[src/rtl/logic_test_pkg.sv]
// Shared types and constants for the AND/OR logic-unit sweep controller.
// Latency: none (declarations only).
// Backpressure: not applicable.
package logic_test_pkg;

    // Controller states; prefixed so they never collide with the SETTLE parameter.
    typedef enum logic [2:0] {
        S_IDLE,
        S_DRIVE,
        S_SETTLE,
        S_CHECK,
        S_DONE
    } sweepState_t;

    localparam int DEFAULT_WIDTH  = 2;
    localparam int DEFAULT_SETTLE = 2;

    // Expected {x&y, x|y} for one operand pair at the default width.
    function automatic logic [2*DEFAULT_WIDTH-1:0] vec_expected(
        input logic [DEFAULT_WIDTH-1:0] x,
        input logic [DEFAULT_WIDTH-1:0] y
    );
        return {x & y, x | y};
    endfunction

endpackage

[src/rtl/logic_ref_model.sv]
// Combinational expected-result generator for the bitwise AND/OR unit.
// Latency: zero cycles, purely combinational.
// Backpressure: none; outputs follow the operands continuously.
module logic_ref_model
    import logic_test_pkg::*;
#(
    parameter int WIDTH = DEFAULT_WIDTH
) (
    input  logic [WIDTH-1:0] x,
    input  logic [WIDTH-1:0] y,
    output logic [WIDTH-1:0] andExp,
    output logic [WIDTH-1:0] orExp
);

    assign andExp = x & y;
    assign orExp  = x | y;

endmodule

[src/rtl/logic_sweep_ctrl.sv]
// Clocked sequencer that sweeps every (x, y) pair through the AND/OR unit and checks results.
// Latency: SETTLE+2 cycles per vector; DONE entered 2^(2*WIDTH)*(SETTLE+2) edges after start.
// Backpressure: none; start is ignored while busy or in DONE, abort ends a sweep early.
module logic_sweep_ctrl
    import logic_test_pkg::*;
#(
    parameter int WIDTH  = DEFAULT_WIDTH,
    parameter int SETTLE = DEFAULT_SETTLE
) (
    input  logic               clk,
    input  logic               reset_n,
    input  logic               start,
    input  logic               abort,
    output logic [WIDTH-1:0]   x_out,
    output logic [WIDTH-1:0]   y_out,
    input  logic [WIDTH-1:0]   and_in,
    input  logic [WIDTH-1:0]   or_in,
    output logic               busy,
    output logic               done,
    output logic               pass,
    output logic [2*WIDTH:0]   err_count,
    output logic [2*WIDTH-1:0] first_fail
);

    localparam int              VW          = 2 * WIDTH;
    localparam logic [VW-1:0]   LAST_IDX    = '1;
    localparam logic [VW:0]     ERR_MAX     = '1;
    // Final settle count value; unused when SETTLE is zero because SETTLE is then skipped.
    localparam logic [3:0]      SETTLE_LAST = 4'((SETTLE == 0) ? 0 : SETTLE - 1);

    sweepState_t     state;
    logic [VW-1:0]   idx;
    logic [3:0]      settleCnt;
    logic [WIDTH-1:0] expAnd;
    logic [WIDTH-1:0] expOr;
    logic            mismatch;
    logic [VW:0]     errNext;

    logic_ref_model #(.WIDTH(WIDTH)) uRef (
        .x      (x_out),
        .y      (y_out),
        .andExp (expAnd),
        .orExp  (expOr)
    );

    // Compare the unit's answer for the held operands and form the saturating error count.
    always_comb begin
        mismatch = (and_in != expAnd) || (or_in != expOr);
        errNext  = err_count;
        if (mismatch && (err_count != ERR_MAX)) begin
            errNext = err_count + 1'b1;
        end
    end

    // Sweep FSM with all outputs registered; abort and last-vector both funnel into DONE.
    always_ff @(posedge clk or negedge reset_n) begin
        if (!reset_n) begin
            state      <= S_IDLE;
            idx        <= '0;
            settleCnt  <= '0;
            x_out      <= '0;
            y_out      <= '0;
            busy       <= 1'b0;
            done       <= 1'b0;
            pass       <= 1'b0;
            err_count  <= '0;
            first_fail <= '0;
        end else begin
            done <= 1'b0;
            case (state)
                S_IDLE: begin
                    x_out <= '0;
                    y_out <= '0;
                    if (start) begin
                        err_count  <= '0;
                        pass       <= 1'b0;
                        first_fail <= '0;
                        idx        <= '0;
                        settleCnt  <= '0;
                        busy       <= 1'b1;
                        state      <= S_DRIVE;
                    end
                end
                S_DRIVE: begin
                    if (abort) begin
                        busy  <= 1'b0;
                        done  <= 1'b1;
                        pass  <= 1'b0;
                        state <= S_DONE;
                    end else begin
                        x_out     <= idx[VW-1:WIDTH];
                        y_out     <= idx[WIDTH-1:0];
                        settleCnt <= '0;
                        state     <= (SETTLE > 0) ? S_SETTLE : S_CHECK;
                    end
                end
                S_SETTLE: begin
                    if (abort) begin
                        busy  <= 1'b0;
                        done  <= 1'b1;
                        pass  <= 1'b0;
                        state <= S_DONE;
                    end else if (settleCnt == SETTLE_LAST) begin
                        state <= S_CHECK;
                    end else begin
                        settleCnt <= settleCnt + 4'd1;
                    end
                end
                S_CHECK: begin
                    // The comparison is recorded even when abort lands on this cycle.
                    err_count <= errNext;
                    if (mismatch && (err_count == '0)) begin
                        first_fail <= idx;
                    end
                    if (abort || (idx == LAST_IDX)) begin
                        busy  <= 1'b0;
                        done  <= 1'b1;
                        pass  <= !abort && (errNext == '0);
                        state <= S_DONE;
                    end else begin
                        idx   <= idx + 1'b1;
                        state <= S_DRIVE;
                    end
                end
                S_DONE: begin
                    x_out <= '0;
                    y_out <= '0;
                    state <= S_IDLE;
                end
                default: state <= S_IDLE;
            endcase
        end
    end

endmodule
[config.mk]
export PLATFORM = sky130hd
export DESIGN_NAME = logic_sweep_ctrl
export DESIGN_NICKNAME = d
export VERILOG_FILES = /design/src/rtl/logic_test_pkg.sv /design/src/rtl/logic_ref_model.sv /design/src/rtl/logic_sweep_ctrl.sv
export SDC_FILE = /design/constraint.sdc
export NUM_CORES = 1
export LEC_CHECK = 0
export CORE_AREA = 2 2 62 64
export CTS_CLUSTER_SIZE = 16
export DETAILED_ROUTE_END_ITERATION = 10
export DIE_AREA = 0 0 64 66
export PLACE_DENSITY_LB_ADDON = 0.1
export SLEW_MARGIN = 25
export SYNTH_ARGS = -nofsm -noshare
export SYNTH_HDL_FRONTEND = slang
export SYNTH_SLANG_ARGS = --single-unit
[constraint.sdc]
create_clock -name clk -period 3.8 [get_ports clk]
set_clock_uncertainty 0.2 [all_clocks]
set_input_delay 0.38 -clock clk [delete_from_list [all_inputs] [get_ports clk]]
set_output_delay 0.38 -clock clk [all_outputs]
set_load 0.005 [all_outputs]
== After elaboration in Yosys (flattened, before gate mapping) ==
Index checks and enable logic that the tools add are counted.
Word-level totals
  bits in registers: 27
  bits of input ports: 8
  logic and storage cells: 87
Cells by class
  eq/ne operators: 18
  bitwise logic cells: 2
  muxes and demuxes: 32
  add/sub/neg operators: 3
  reductions and logical operators: 22
Operator list (count)
  4-bit two-way mux: 6
  4-bit one-hot mux with 2 select lines: 2
  3-bit two-way mux: 5
  2-bit != test (second input constant): 7
  3-bit one-hot mux with 4 select lines: 1
  4-bit one-hot mux with 3 select lines: 1
  5-bit zero test: 2
  5-bit two-way mux: 2
  5-bit one-hot mux with 2 select lines: 1
  4-bit by 1-bit adder with 4-bit output (second input constant): 2
  2-bit one-hot mux with 2 select lines: 2
  1-bit two-way mux: 7
  3-bit by 2-bit equality test with 1-bit output (second input constant): 2
  1-bit one-hot mux with 3 select lines: 2
  2-bit AND reduction: 3
  3-bit AND reduction: 2
  3-bit nonzero test: 2
  5-bit by 1-bit adder with 5-bit output (second input constant): 1
  5-bit != test (second input constant): 1
  5-bit AND reduction: 1
  4-bit by 1-bit equality test with 1-bit output (second input constant): 1
  4-bit equality test (second input constant): 1
  2-bit two-way mux: 2
  2-bit != test: 2
  other kinds (14): 19

== Logic depth before layout (Yosys ltp) ==
Gate-level depths: netlist (run 1).
  depth in word-level cells: 9
  gate-level depth with buffers: 8
  depth with buffers taken out: 8

== By module ==
A second synthesis (run 1) with hierarchy kept.
Unflattened totals
  cell total of the unflattened synthesis: 165
  area total of the unflattened synthesis: 1516.5 sq um
Modules (own cells, without submodules)
  logic_sweep_ctrl: area each 1488.9 sq um, seq. area each 675.6 sq um, cells each 161, times used 1
  logic_ref_model: area each 27.5 sq um, seq. area each 0.0 sq um, cells each 4, times used 1

== Worst setup path after synthesis (run 1) ==
OpenSTA, ideal clock, no wires.
  kind: register to register
  from: register err_count[0]
  to: register pass
  data arrival time: 1.663 ns
  required time: 3.524 ns
  path buffers: 0
  clock period less this slack: 1.939 ns
  cell stages (with the launch flop): 8
  setup slack: 1.861 ns
  path through: dfrtp_1 -> ha_1 -> and3_1 -> ha_1 -> a21oi_4 -> nor4b_1 -> o21ai_1 -> o21ai_1
Between the ends
  word-level cells in the longest chain between the ends: 7
  elaborated cells on any way between the ends: 8
  classes of those cells: add/sub (1); eq/ne (1); mux (3); reduce/logical (3)
Ends and longest elaborated chain
  start, declared: line logic_sweep_ctrl.sv:21  | output logic [2*WIDTH:0] err_count,
  start signal, assigned: line logic_sweep_ctrl.sv:111  | err_count <= errNext;
  parallel branches: the longest is 2 deep, another holds 5-bit by 1-bit adder with 5-bit output
  5-bit two-way mux *: line logic_sweep_ctrl.sv:50  | if (mismatch && (err_count != ERR_MAX)) begin
  5-bit zero test *: line logic_sweep_ctrl.sv:118  | pass <= !abort && (errNext == '0);
  1-bit logical AND *: line logic_sweep_ctrl.sv:118
  1-bit two-way mux *: line logic_sweep_ctrl.sv:115  | if (abort || (idx == LAST_IDX)) begin
  1-bit one-hot mux with 3 select lines *: line logic_sweep_ctrl.sv:70  | case (state)
  end signal, assigned: line logic_sweep_ctrl.sv:118
  end, declared: line logic_sweep_ctrl.sv:20  | output logic pass,
Mark *: on every way between the ends. The select of a mux whose other input is x is not followed.
A chain may end at the register's enable or synchronous reset.

== Worst setup path after layout (run 1) ==
  from: register state[1]
  to: register idx[3]
Between the ends
  word-level cells in the longest chain between the ends: 3
  elaborated cells on any way between the ends: 7
  classes of those cells: eq/ne (3); mux (1); reduce/logical (3)
Ends and longest elaborated chain
  start, declared: line logic_sweep_ctrl.sv:31  | sweepState_t state;
  start signal, assigned: line logic_sweep_ctrl.sv:94  | state <= (SETTLE > 0) ? S_SETTLE : S_CHECK;
  3-bit by 2-bit equality test with 1-bit output / 3-bit zero test (equally long branches): line logic_sweep_ctrl.sv:70
  2-bit != test (no line) / 2-bit nonzero test (equally long branches)
  3-bit AND reduction (no line)
  end signal, assigned: line logic_sweep_ctrl.sv:121  | idx <= idx + 1'b1;
  end, declared: line logic_sweep_ctrl.sv:32  | logic [VW-1:0] idx;
Parallel ways exist; a longest one is shown, timed or not.

==> impl_metrics.py, run 1 <==
metrics = {
    "synth": {
        "synth_cell_type_count": 43,
        "yosysTopAreaCell": "dfrtp_1",
        "synth_top_area_share_pct": 44.4,
        "synth-seq-area-share_pct": 44.4,
        "syn_nets": 172,
        "synth_edf_count": 0,
        "syn_inst": 158,
        "synth_seq_cells": 27,
        "async_flop_share_pct": 100,
        "avgSynthCellArea_um2": 9.64,
        "yosys_warnings": 0,
        "syn_area_um2": 1520,
        "synth_area_leaders": "dfrtp_1 (44%), nand2_1 (7.9%), ha_1 (4.9%), o21ai_0 (3.0%), o21ai_1 (2.3%)",
        "synthFlopType": "dfrtp_1",
    },
    "timing": {
        "post-route-period-util_pct": 59.7,
        "setup_tns_ns": 0,
        "maxSlewHeadroom_pct": 45.2,
        "tightestPinTransition_ns": 0.820,
        "report.final.slew_viol_count": 0,
        "setup_viol": 0,
        "rsz0062_at_grt": "no",
        "min_period_ns": 2.27,
        "hold_violations": 0,
        "fmax_mhz": 440,
    },
    "power": {
        "leakage_uw": 0.000766,
        "fin_total_pwr_uw": 817,
        "p_per_area_nw_per_um2": 447,
        "peakVddDrop_v": 0.000213,
    },
    "drt": {
        "drt-total-wl_mm": 3.14,
        "vias_per_cell": 5.33,
        "drtIter0Drc": 70,
        "first_pass_iters": 4,
        "via_count": 1221,
        "wl_per_cell_um": 13.7,
        "drcViolationCount": 0,
        "ant_nets": 0,
    },
    "die": {
        "die_height_um": 66,
        "initial_core_util_pct": 42.9,
        "core_um2": 3550,
        "dieArea_um2": 4220,
        "dieWidth_um": 64,
        "ios": 24,
        "rows": 22,
    },
    "place": {
        "dp_cells": 225,
        "portBuffers": 23,
        "dp_hpwl_mm": 2.32,
        "gp_congestion": 0.771,
    },
    "run": {
        "max-cap-violations": 0,
    },
    "setup_path": {
        "arrival_ns": 2.29,
        "slowest_delay_ns": 0.64,
        "cp_num_buf_inv": 0,
        "cp-start-kind": "flop",
        "reg2regPathDepth": 6,
        "crit_path_cell_trace": "nand2_1, nor2_1, and2_1, nand4_1, xor2_1, nor2_1",
        "slowest_stage": "nor2_1",
        "cp.depth": 6,
        "crit_fanout": 12,
        "crit_path_end": "idx[3]$_DFFE_PN0P_",
        "crit_top_cell": "nor2_1",
        "startpoint": "state[1]$_DFFE_PN0P_",
        "r2r-end": "idx[3]$_DFFE_PN0P_",
        "r2r_start": "state[1]$_DFFE_PN0P_",
        "setup.worst_path.end_class": "flop",
        "worst-setup-path-type": "flop to flop",
        "ff2ff_setup_slack_ns": 1.53,
        "critPathRequiredTime_ns": 3.82,
        "crit_family": "simple AND/OR/NAND/NOR gates",
    },
    "clock_tree": {
        "cts_hold_buf": 0,
        "cts_resized": 0,
        "cts_buffer_depth": 2,
        "cts_tree": "built",
        "cts_setup_buffers": 0,
        "clock_latency_ns": 0.33,
        "htree_levels": 1,
        "cts_buffers": 3,
        "cts.sinks": 27,
        "path_clk_slew_ns": 0.14,
        "root_buffer": "clkbuf_4",
    },
    "finish": {
        "final_cell_mix": "nand2_1 (32), dfrtp_1 (27), clkdlybuf4s50_1 (23)",
        "final_cells": 229,
        "drive_above_1_share_pct": 11.0,
        "area_growth_pct": 19.9,
        "diodes": 0,
        "layout.nets": 196,
        "final_common_cell": "nand2_1",
        "utilization_pct": 51.4,
        "nFillCells": 336,
    },
    "global_route": {
        "grt_util_all_layers_pct": 16.8,
        "grt_pass1_wl_mm": 5.51,
        "grt_max_degree": 28,
        "grt_pass1_vias": 1246,
        "antenna_found_initial": 0,
        "overflow": 0,
    },
    "hold_path": {
        "min_path_type": "input port to asynchronous set/reset pin",
    },
    "run_status": {
        "outcome": "completed",
    },
}
==> sequential cells by signal, indices dropped and copies added, names as in the netlist <==
signal / flops
state: 3
y_out: 2
busy: 1
idx: 4
pass: 1
settleCnt: 4
x_out: 2
done: 1
first_fail: 4
err_count: 5
==> synthesized netlist by cell type, drive strengths merged, types with 3 or more instances <==
cell type and number:
xnor2 3, inv 3, a22o 4, dfrtp 27, nand3 4, o21ai 17, a31oi 4, nand2 33
nor2 7, nand2b 5, buf 3, a21oi 7, xor2 3, nor4b 3, nor3 4, ha 6
==> metal layers <==
layer | wire length [um] | track usage, % | up-vias
met2 | 1570 | 30.9 | 14
li1 | - | - | 608
met1 | 1460 | 20.1 | 594
met3 | 71 | 2.21 | 5
met5 | 0 | 0 | -
met4 | 44 | 5.71 | 0
==> worst register-to-register path: stages, from the launching register on <==
cell	delay, ns
dfrtp_1	0.58
nand2_1	0.11
nor2_1	0.64
and2_1	0.28
nand4_1	0.12
xor2_1	0.16
nor2_1	0.05
==> how the worst min path moves through the flow <==
stage	to	cells past startpoint	startpoint	slack, ns
after detailed placement	busy$_DFFE_PN0P_	2	busy$_DFFE_PN0P_	0.27
after global placement	busy$_DFFE_PN0P_	2	busy$_DFFE_PN0P_	0.27
final	settleCnt[2]$_DFFE_PN0P_	2	reset_n	0.20
after floorplan	busy$_DFFE_PN0P_	0	reset_n	-0.12
after global routing	state[0]$_DFFE_PN0P_	2	reset_n	0.23
after CTS	settleCnt[2]$_DFFE_PN0P_	2	reset_n	0.20
==> per-stage QoR <==
stage | cell area (um2) | hold slack, ns | setup slack, ns
CTS | 1830 | 0.204 | 1.55
global placement | 1800 | 0.270 | 1.44
global route | 1830 | 0.233 | 1.32
finish | 1830 | 0.198 | 1.53
detailed placement | 1800 | 0.271 | 1.41
floorplan | 1520 | -0.116 | 1.86
==> layout make-up <==
| cell class | count | area (um2) | area share (%) |
|---|---|---|---|
| clock buffers | 3 | 22.5 | 1.23 |
| flip-flops and latches | 27 | 676 | 37.0 |
| well taps | 48 | 60.1 | 3.29 |
| inverters | 3 | 11.3 | 0.617 |
| clock inverters | 1 | 5.00 | 0.274 |
| multi-input cells | 123 | 813 | 44.6 |
| repair buffers | 24 | 238 | 13.0 |
==> power breakdown <==
group	leakage (uW)	switching, uW	total (uW)	internal (uW)
clock network	0.0000177	87.7	127	39.6
registers	0.000371	73.9	402	328
logic	0.000377	162	288	126
==> kinds of logic after synthesis <==
family | synth area share, %
XOR/XNOR | 4.44
AO/OA/AOI/OAI | 20.0
flip-flops | 44.4
AND/OR/NAND/NOR | 24.1
buffers and inverters | 2.22
adder cells (fa/ha/maj) | 4.93
(Power assumes the default switching activity.)
==> inputs of run 2 (changes only) <==
==> constraint.sdc (replaced) <==
create_clock -name clk -period 2 [get_ports clk]
set_clock_uncertainty 0.2 [all_clocks]
set_input_delay 0.2 -clock clk [delete_from_list [all_inputs] [get_ports clk]]
set_output_delay 0.2 -clock clk [all_outputs]
set_load 0.005 [all_outputs]
==> run 2 against run 1 <==
- clock power grew 94%
- global-route usage grew 1.9 points
- flip-flop and latch count is the same
- fmax grew 15%
- largest power group unchanged
==> impl_metrics.py, run 2 (same netlist as run 1, synthesis figures left out) <==
metrics = {
    "clock_tree": {
        "cts_buffer_depth": 2,
        "cts.sinks": 27,
        "clock_latency_ns": 0.34,
        "cts_tree": "built",
        "cts_hold_buf": 0,
        "path_clk_slew_ns": 0.15,
        "cts_buffers": 3,
        "htree_levels": 1,
        "root_buffer": "clkbuf_4",
    },
    "setup_path": {
        "arrival_ns": 2.01,
        "r2r_start": "err_count[0]$_DFFE_PN0P_",
        "setup.worst_path.end_class": "flop",
        "r2r-end": "first_fail[2]$_DFFE_PN0P_",
        "ff2ff_setup_slack_ns": 0.02,
        "reg2regPathDepth": 9,
        "cp-start-kind": "flop",
        "crit_fanout": 8,
        "critPathRequiredTime_ns": 2.03,
        "worst-setup-path-type": "flop to flop",
    },
    "finish": {
        "final_common_cell": "nand2_1",
        "max_flop_register": "err_count",
        "utilization_pct": 56.1,
        "layout.nets": 214,
        "area_growth_pct": 30.9,
        "diodes": 0,
        "final_cell_mix": "nand2_1 (32), dfrtp_1 (26), clkdlybuf4s50_1 (23)",
        "drive_above_1_share_pct": 21.6,
        "largest_register_ff_count": 5,
    },
    "die": {
        "dieArea_um2": 4220,
        "rows": 22,
        "initial_core_util_pct": 42.9,
        "core_um2": 3550,
        "die_height_um": 66,
        "ios": 24,
        "dieWidth_um": 64,
    },
    "timing": {
        "hold_ws_ns": 0.0152,
        "hold_violations": 0,
        "setup_viol": 0,
        "maxSlewHeadroom_pct": 75.1,
        "report.final.slew_viol_count": 0,
        "setup_tns_ns": 0,
        "fmax_mhz": 505,
        "tightestPinTransition_ns": 0.368,
        "min_period_ns": 1.98,
        "post-route-period-util_pct": 99.1,
        "rsz0062_at_grt": "yes",
    },
    "place": {
        "dp_hpwl_mm": 2.63,
        "gp_congestion": 0.861,
        "portBuffers": 23,
    },
    "power": {
        "p_per_area_nw_per_um2": 853,
        "leakage_uw": 0.000858,
        "peakVddDrop_v": 0.000559,
        "fin_total_pwr_uw": 1700,
    },
    "drt": {
        "drt-total-wl_mm": 3.49,
        "vias_per_cell": 5.34,
        "first_pass_iters": 5,
        "wl_per_cell_um": 14.1,
        "drtIter0Drc": 66,
        "ant_nets": 0,
        "via_count": 1318,
        "drcViolationCount": 0,
    },
    "global_route": {
        "grt_pass1_vias": 1307,
        "grt_max_degree": 28,
        "overflow": 0,
        "grt_util_all_layers_pct": 18.8,
        "grt_pass1_wl_mm": 6.11,
        "antenna_found_initial": 0,
    },
    "hold_path": {
        "min_path_type": "input port to asynchronous set/reset pin",
    },
    "run_status": {
        "outcome": "completed",
    },
    "run": {
        "max-cap-violations": 0,
    },
}
## run 2: what timing repair did
item | CTS | global route
pin swaps | 0 | 1
endpoints found under the setup margin | 1 | 11
gates resized for setup | 1 | 7
buffers inserted | 0 | 4
## run 2: routing by layer
metal	global-route usage [%]	wire [um]	up-vias	part of all wire (%)
met5	0	0	-	0
met1	23.2	1560	644	45
met2	33.5	1770	22	51
met3	4.26	125	5	3.6
li1	-	-	647	-
met4	3.80	27	0	0.77
## run 2: critical path, cell delays in order, from the launching register on
cell	delay (ns)
dfrtp_1	0.41
buf_4	0.13
buf_4	0.14
inv_1	0.08
ha_1	0.14
nor4b_1	0.32
buf_4	0.19
a31oi_4	0.12
nand2_1	0.09
o21ai_1	0.06
## run 2: power breakdown
group | internal [uW] | switching, uW | leakage, uW
Clock | 78.4 | 167 | 0.0000150
Combinational | 345 | 369 | 0.000473
Sequential | 623 | 118 | 0.000369
## run 2: worst max path at each step
stage                                  start                   endpoint  slack, ns  cells past startpoint
finish              err_count[0]$_DFFE_PN0P_  first_fail[2]$_DFFE_PN0P_       0.02                      9
CTS                 err_count[0]$_DFFE_PN0P_           pass$_DFFE_PN0P_      0.002                      8
global placement                    or_in[0]           pass$_DFFE_PN0P_      -0.18                      7
floorplan           err_count[0]$_DFFE_PN0P_           pass$_DFFE_PN0P_       0.06                      7
detailed placement                  or_in[0]           pass$_DFFE_PN0P_      -0.23                      7
global route            y_out[0]$_DFFE_PN0P_  first_fail[3]$_DFFE_PN0P_      -0.07                      6
## run 2: metrics by stage
step                      worst slack, ns  cell area (um2)  std cells
after floorplan                    0.0611             1520        158
after global placement             -0.177             1900        239
after detailed placement           -0.226             1900        239
after CTS                         0.00187             1940        243
after global routing              -0.0722             1990        247
final                              0.0184             1990        247
## run 2: area by class of cell
cell class	count	area, um2
fill	332	1560
sequential	27	677
clock buffer	4	26.3
tap	48	60.1
inverter	3	11.3
timing repair buffer	42	373
multi-input combinational	123	846
==> inputs of run 3 (changes only) <==
--- a/config.mk
+++ b/config.mk
@@ -5,10 +5,10 @@
 export SDC_FILE = /design/constraint.sdc
 export NUM_CORES = 1
 export LEC_CHECK = 0
-export CORE_AREA = 2 2 62 64
+export CORE_AREA = 2 2 59 67
 export CTS_CLUSTER_SIZE = 16
 export DETAILED_ROUTE_END_ITERATION = 10
-export DIE_AREA = 0 0 64 66
+export DIE_AREA = 0 0 61 69
 export PLACE_DENSITY_LB_ADDON = 0.1
 export SLEW_MARGIN = 25
 export SYNTH_ARGS = -nofsm -noshare
==> run 3 against run 2 <==
- cell count grew 2.0%
- global-route usage shrank 1.1 points
- non-clock buffer count grew 3
- first-iteration DRC count shrank 50%
- register-to-register slack gained 0.02 ns
- via count shrank 1.7%
- routed wire length shrank 0.43%
- total power grew 3.0%
- highest routed layer unchanged
==> impl_metrics.py, run 3 (same netlist as run 1, synthesis figures left out) <==
metrics = {
    "run_status": {
        "outcome": "completed",
    },
    "setup_path": {
        "setup.worst_path.end_class": "flop",
        "critPathRequiredTime_ns": 1.95,
        "cp-start-kind": "flop",
        "crit_fanout": 8,
        "arrival_ns": 1.91,
        "worst-setup-path-type": "flop to flop",
    },
    "timing": {
        "min_period_ns": 1.96,
        "hold_violations": 0,
        "maxSlewHeadroom_pct": 75.5,
        "rsz0062_at_grt": "yes",
        "tightestPinTransition_ns": 0.362,
        "post-route-period-util_pct": 97.9,
        "setup_viol": 0,
        "report.final.slew_viol_count": 0,
        "hold_ws_ns": 0.101,
        "fmax_mhz": 511,
    },
    "finish": {
        "final_common_cell": "nand2_1",
        "final_cells": 252,
        "utilization_pct": 58.1,
        "largest_register_ff_count": 5,
        "final_cell_mix": "nand2_1 (32), dfrtp_1 (25), buf_4 (22)",
        "drive_above_1_share_pct": 23.8,
        "diodes": 0,
        "final_cell_area_um2": 2060,
        "max_flop_register": "err_count",
        "area_growth_pct": 35.0,
        "layout.nets": 217,
    },
    "clock_tree": {
        "cts.sinks": 27,
        "cts_buffers": 3,
        "clock_latency_ns": 0.26,
        "path_clk_slew_ns": 0.09,
        "cts_tree": "built",
        "root_buffer": "clkbuf_8",
        "cts_buffer_depth": 2,
        "htree_levels": 1,
        "cts_hold_buf": 0,
    },
    "die": {
        "rows": 23,
        "ios": 24,
        "core_um2": 3540,
        "die_height_um": 69,
        "dieArea_um2": 4210,
        "initial_core_util_pct": 43.0,
        "dieWidth_um": 61,
    },
    "place": {
        "dp_cells": 245,
        "dp_hpwl_mm": 2.61,
        "placed_area_um2": 1940,
        "gp_congestion": 0.790,
        "portBuffers": 23,
    },
    "drt": {
        "wl_per_cell_um": 13.8,
        "vias_per_cell": 5.14,
        "first_pass_iters": 5,
        "via_count": 1295,
        "drcViolationCount": 0,
        "ant_nets": 0,
        "drtIter0Drc": 33,
        "drt-total-wl_mm": 3.47,
    },
    "hold_path": {
        "min_path_type": "input port to asynchronous set/reset pin",
    },
    "global_route": {
        "antenna_found_initial": 0,
        "overflow": 0,
        "grt_pass1_wl_mm": 5.86,
        "grt_util_all_layers_pct": 17.6,
        "grt_pass1_vias": 1255,
        "grt_max_degree": 28,
    },
    "power": {
        "leakage_uw": 0.000906,
        "combPwrFrac_pct": 40.9,
        "swShare_pct": 36.7,
        "internal_power_uw": 1110,
        "p_sw_uw": 642,
        "peakVddDrop_v": 0.000453,
        "sequentialPowerShare_pct": 41.9,
        "pwr-share-clk_pct": 17.2,
        "p_per_area_nw_per_um2": 852,
    },
    "run": {
        "max-cap-violations": 0,
    },
}
run 3: metrics by stage:
step / setup WS (ns) / power (uW) / setup TNS [ns]
3_5_place_dp: -0.211 / 1450 / -1.69
2_1_floorplan: 0.0611 / 1140 / 0
4_1_cts: 0.00173 / 1760 / 0
6_report: 0.0424 / 1750 / 0
5_1_grt: -0.0879 / 1890 / -0.312
3_3_place_gp: -0.177 / 1430 / -1.43
run 3: critical path: stages, from the launching register on:
cell	delay, ns
dfrtp_1	0.42
or4bb_4	0.57
o211ai_4	0.14
nand2_2	0.12
a31oi_4	0.29
o21ai_1	0.11
run 3: timing repair:
item	CTS	global route
gates resized for setup	0	12
endpoints found under the hold margin	0	0
setup buffers	0	3
setup endpoints to repair	0	10
run 3: final cells by class:
class	count	area (um2)
Sequential cell	27	678
Timing Repair Buffer	45	400
Fill cell	310	1480
Multi-Input combinational cell	123	858
Tap cell	50	62.6
Clock buffer	4	45.0
Inverter	3	11.3
run 3: layer usage:
layer | track usage, % | part of all wire [%] | up-vias
met2 | 29.9 | 53 | 20
met1 | 23.3 | 44 | 619
met4 | 3.86 | 0.72 | 0
met3 | 2.63 | 3.0 | 2
met5 | 0 | 0 | -
li1 | - | - | 654
run 3: path summary, 6_finish.rpt:
check	from	end	slack, ns	cells after the start
min	reset_n	idx[0]$_DFFE_PN0P_	0.10	2
max in group asynchronous	reset_n	x_out[0]$_DFFE_PN0P_	1.22	2
max	y_out[0]$_DFFE_PN0P_	first_fail[1]$_DFFE_PN0P_	0.04	5
max reg2reg	y_out[0]$_DFFE_PN0P_	first_fail[1]$_DFFE_PN0P_	0.04	5
min reg2reg	first_fail[0]$_DFFE_PN0P_	first_fail[0]$_DFFE_PN0P_	0.30	2
min in group clk	first_fail[0]$_DFFE_PN0P_	first_fail[0]$_DFFE_PN0P_	0.30	2
run 3: power groups by stage:
stage | Sequential (uW) | Clock [uW] | Combinational (uW)
2_1_floorplan | 693 | 0 | 449
3_3_place_gp | 743 | 0 | 688
3_5_place_dp | 747 | 0 | 703
4_1_cts | 736 | 313 | 707
5_1_grt | 759 | 333 | 796
6_report | 735 | 302 | 716
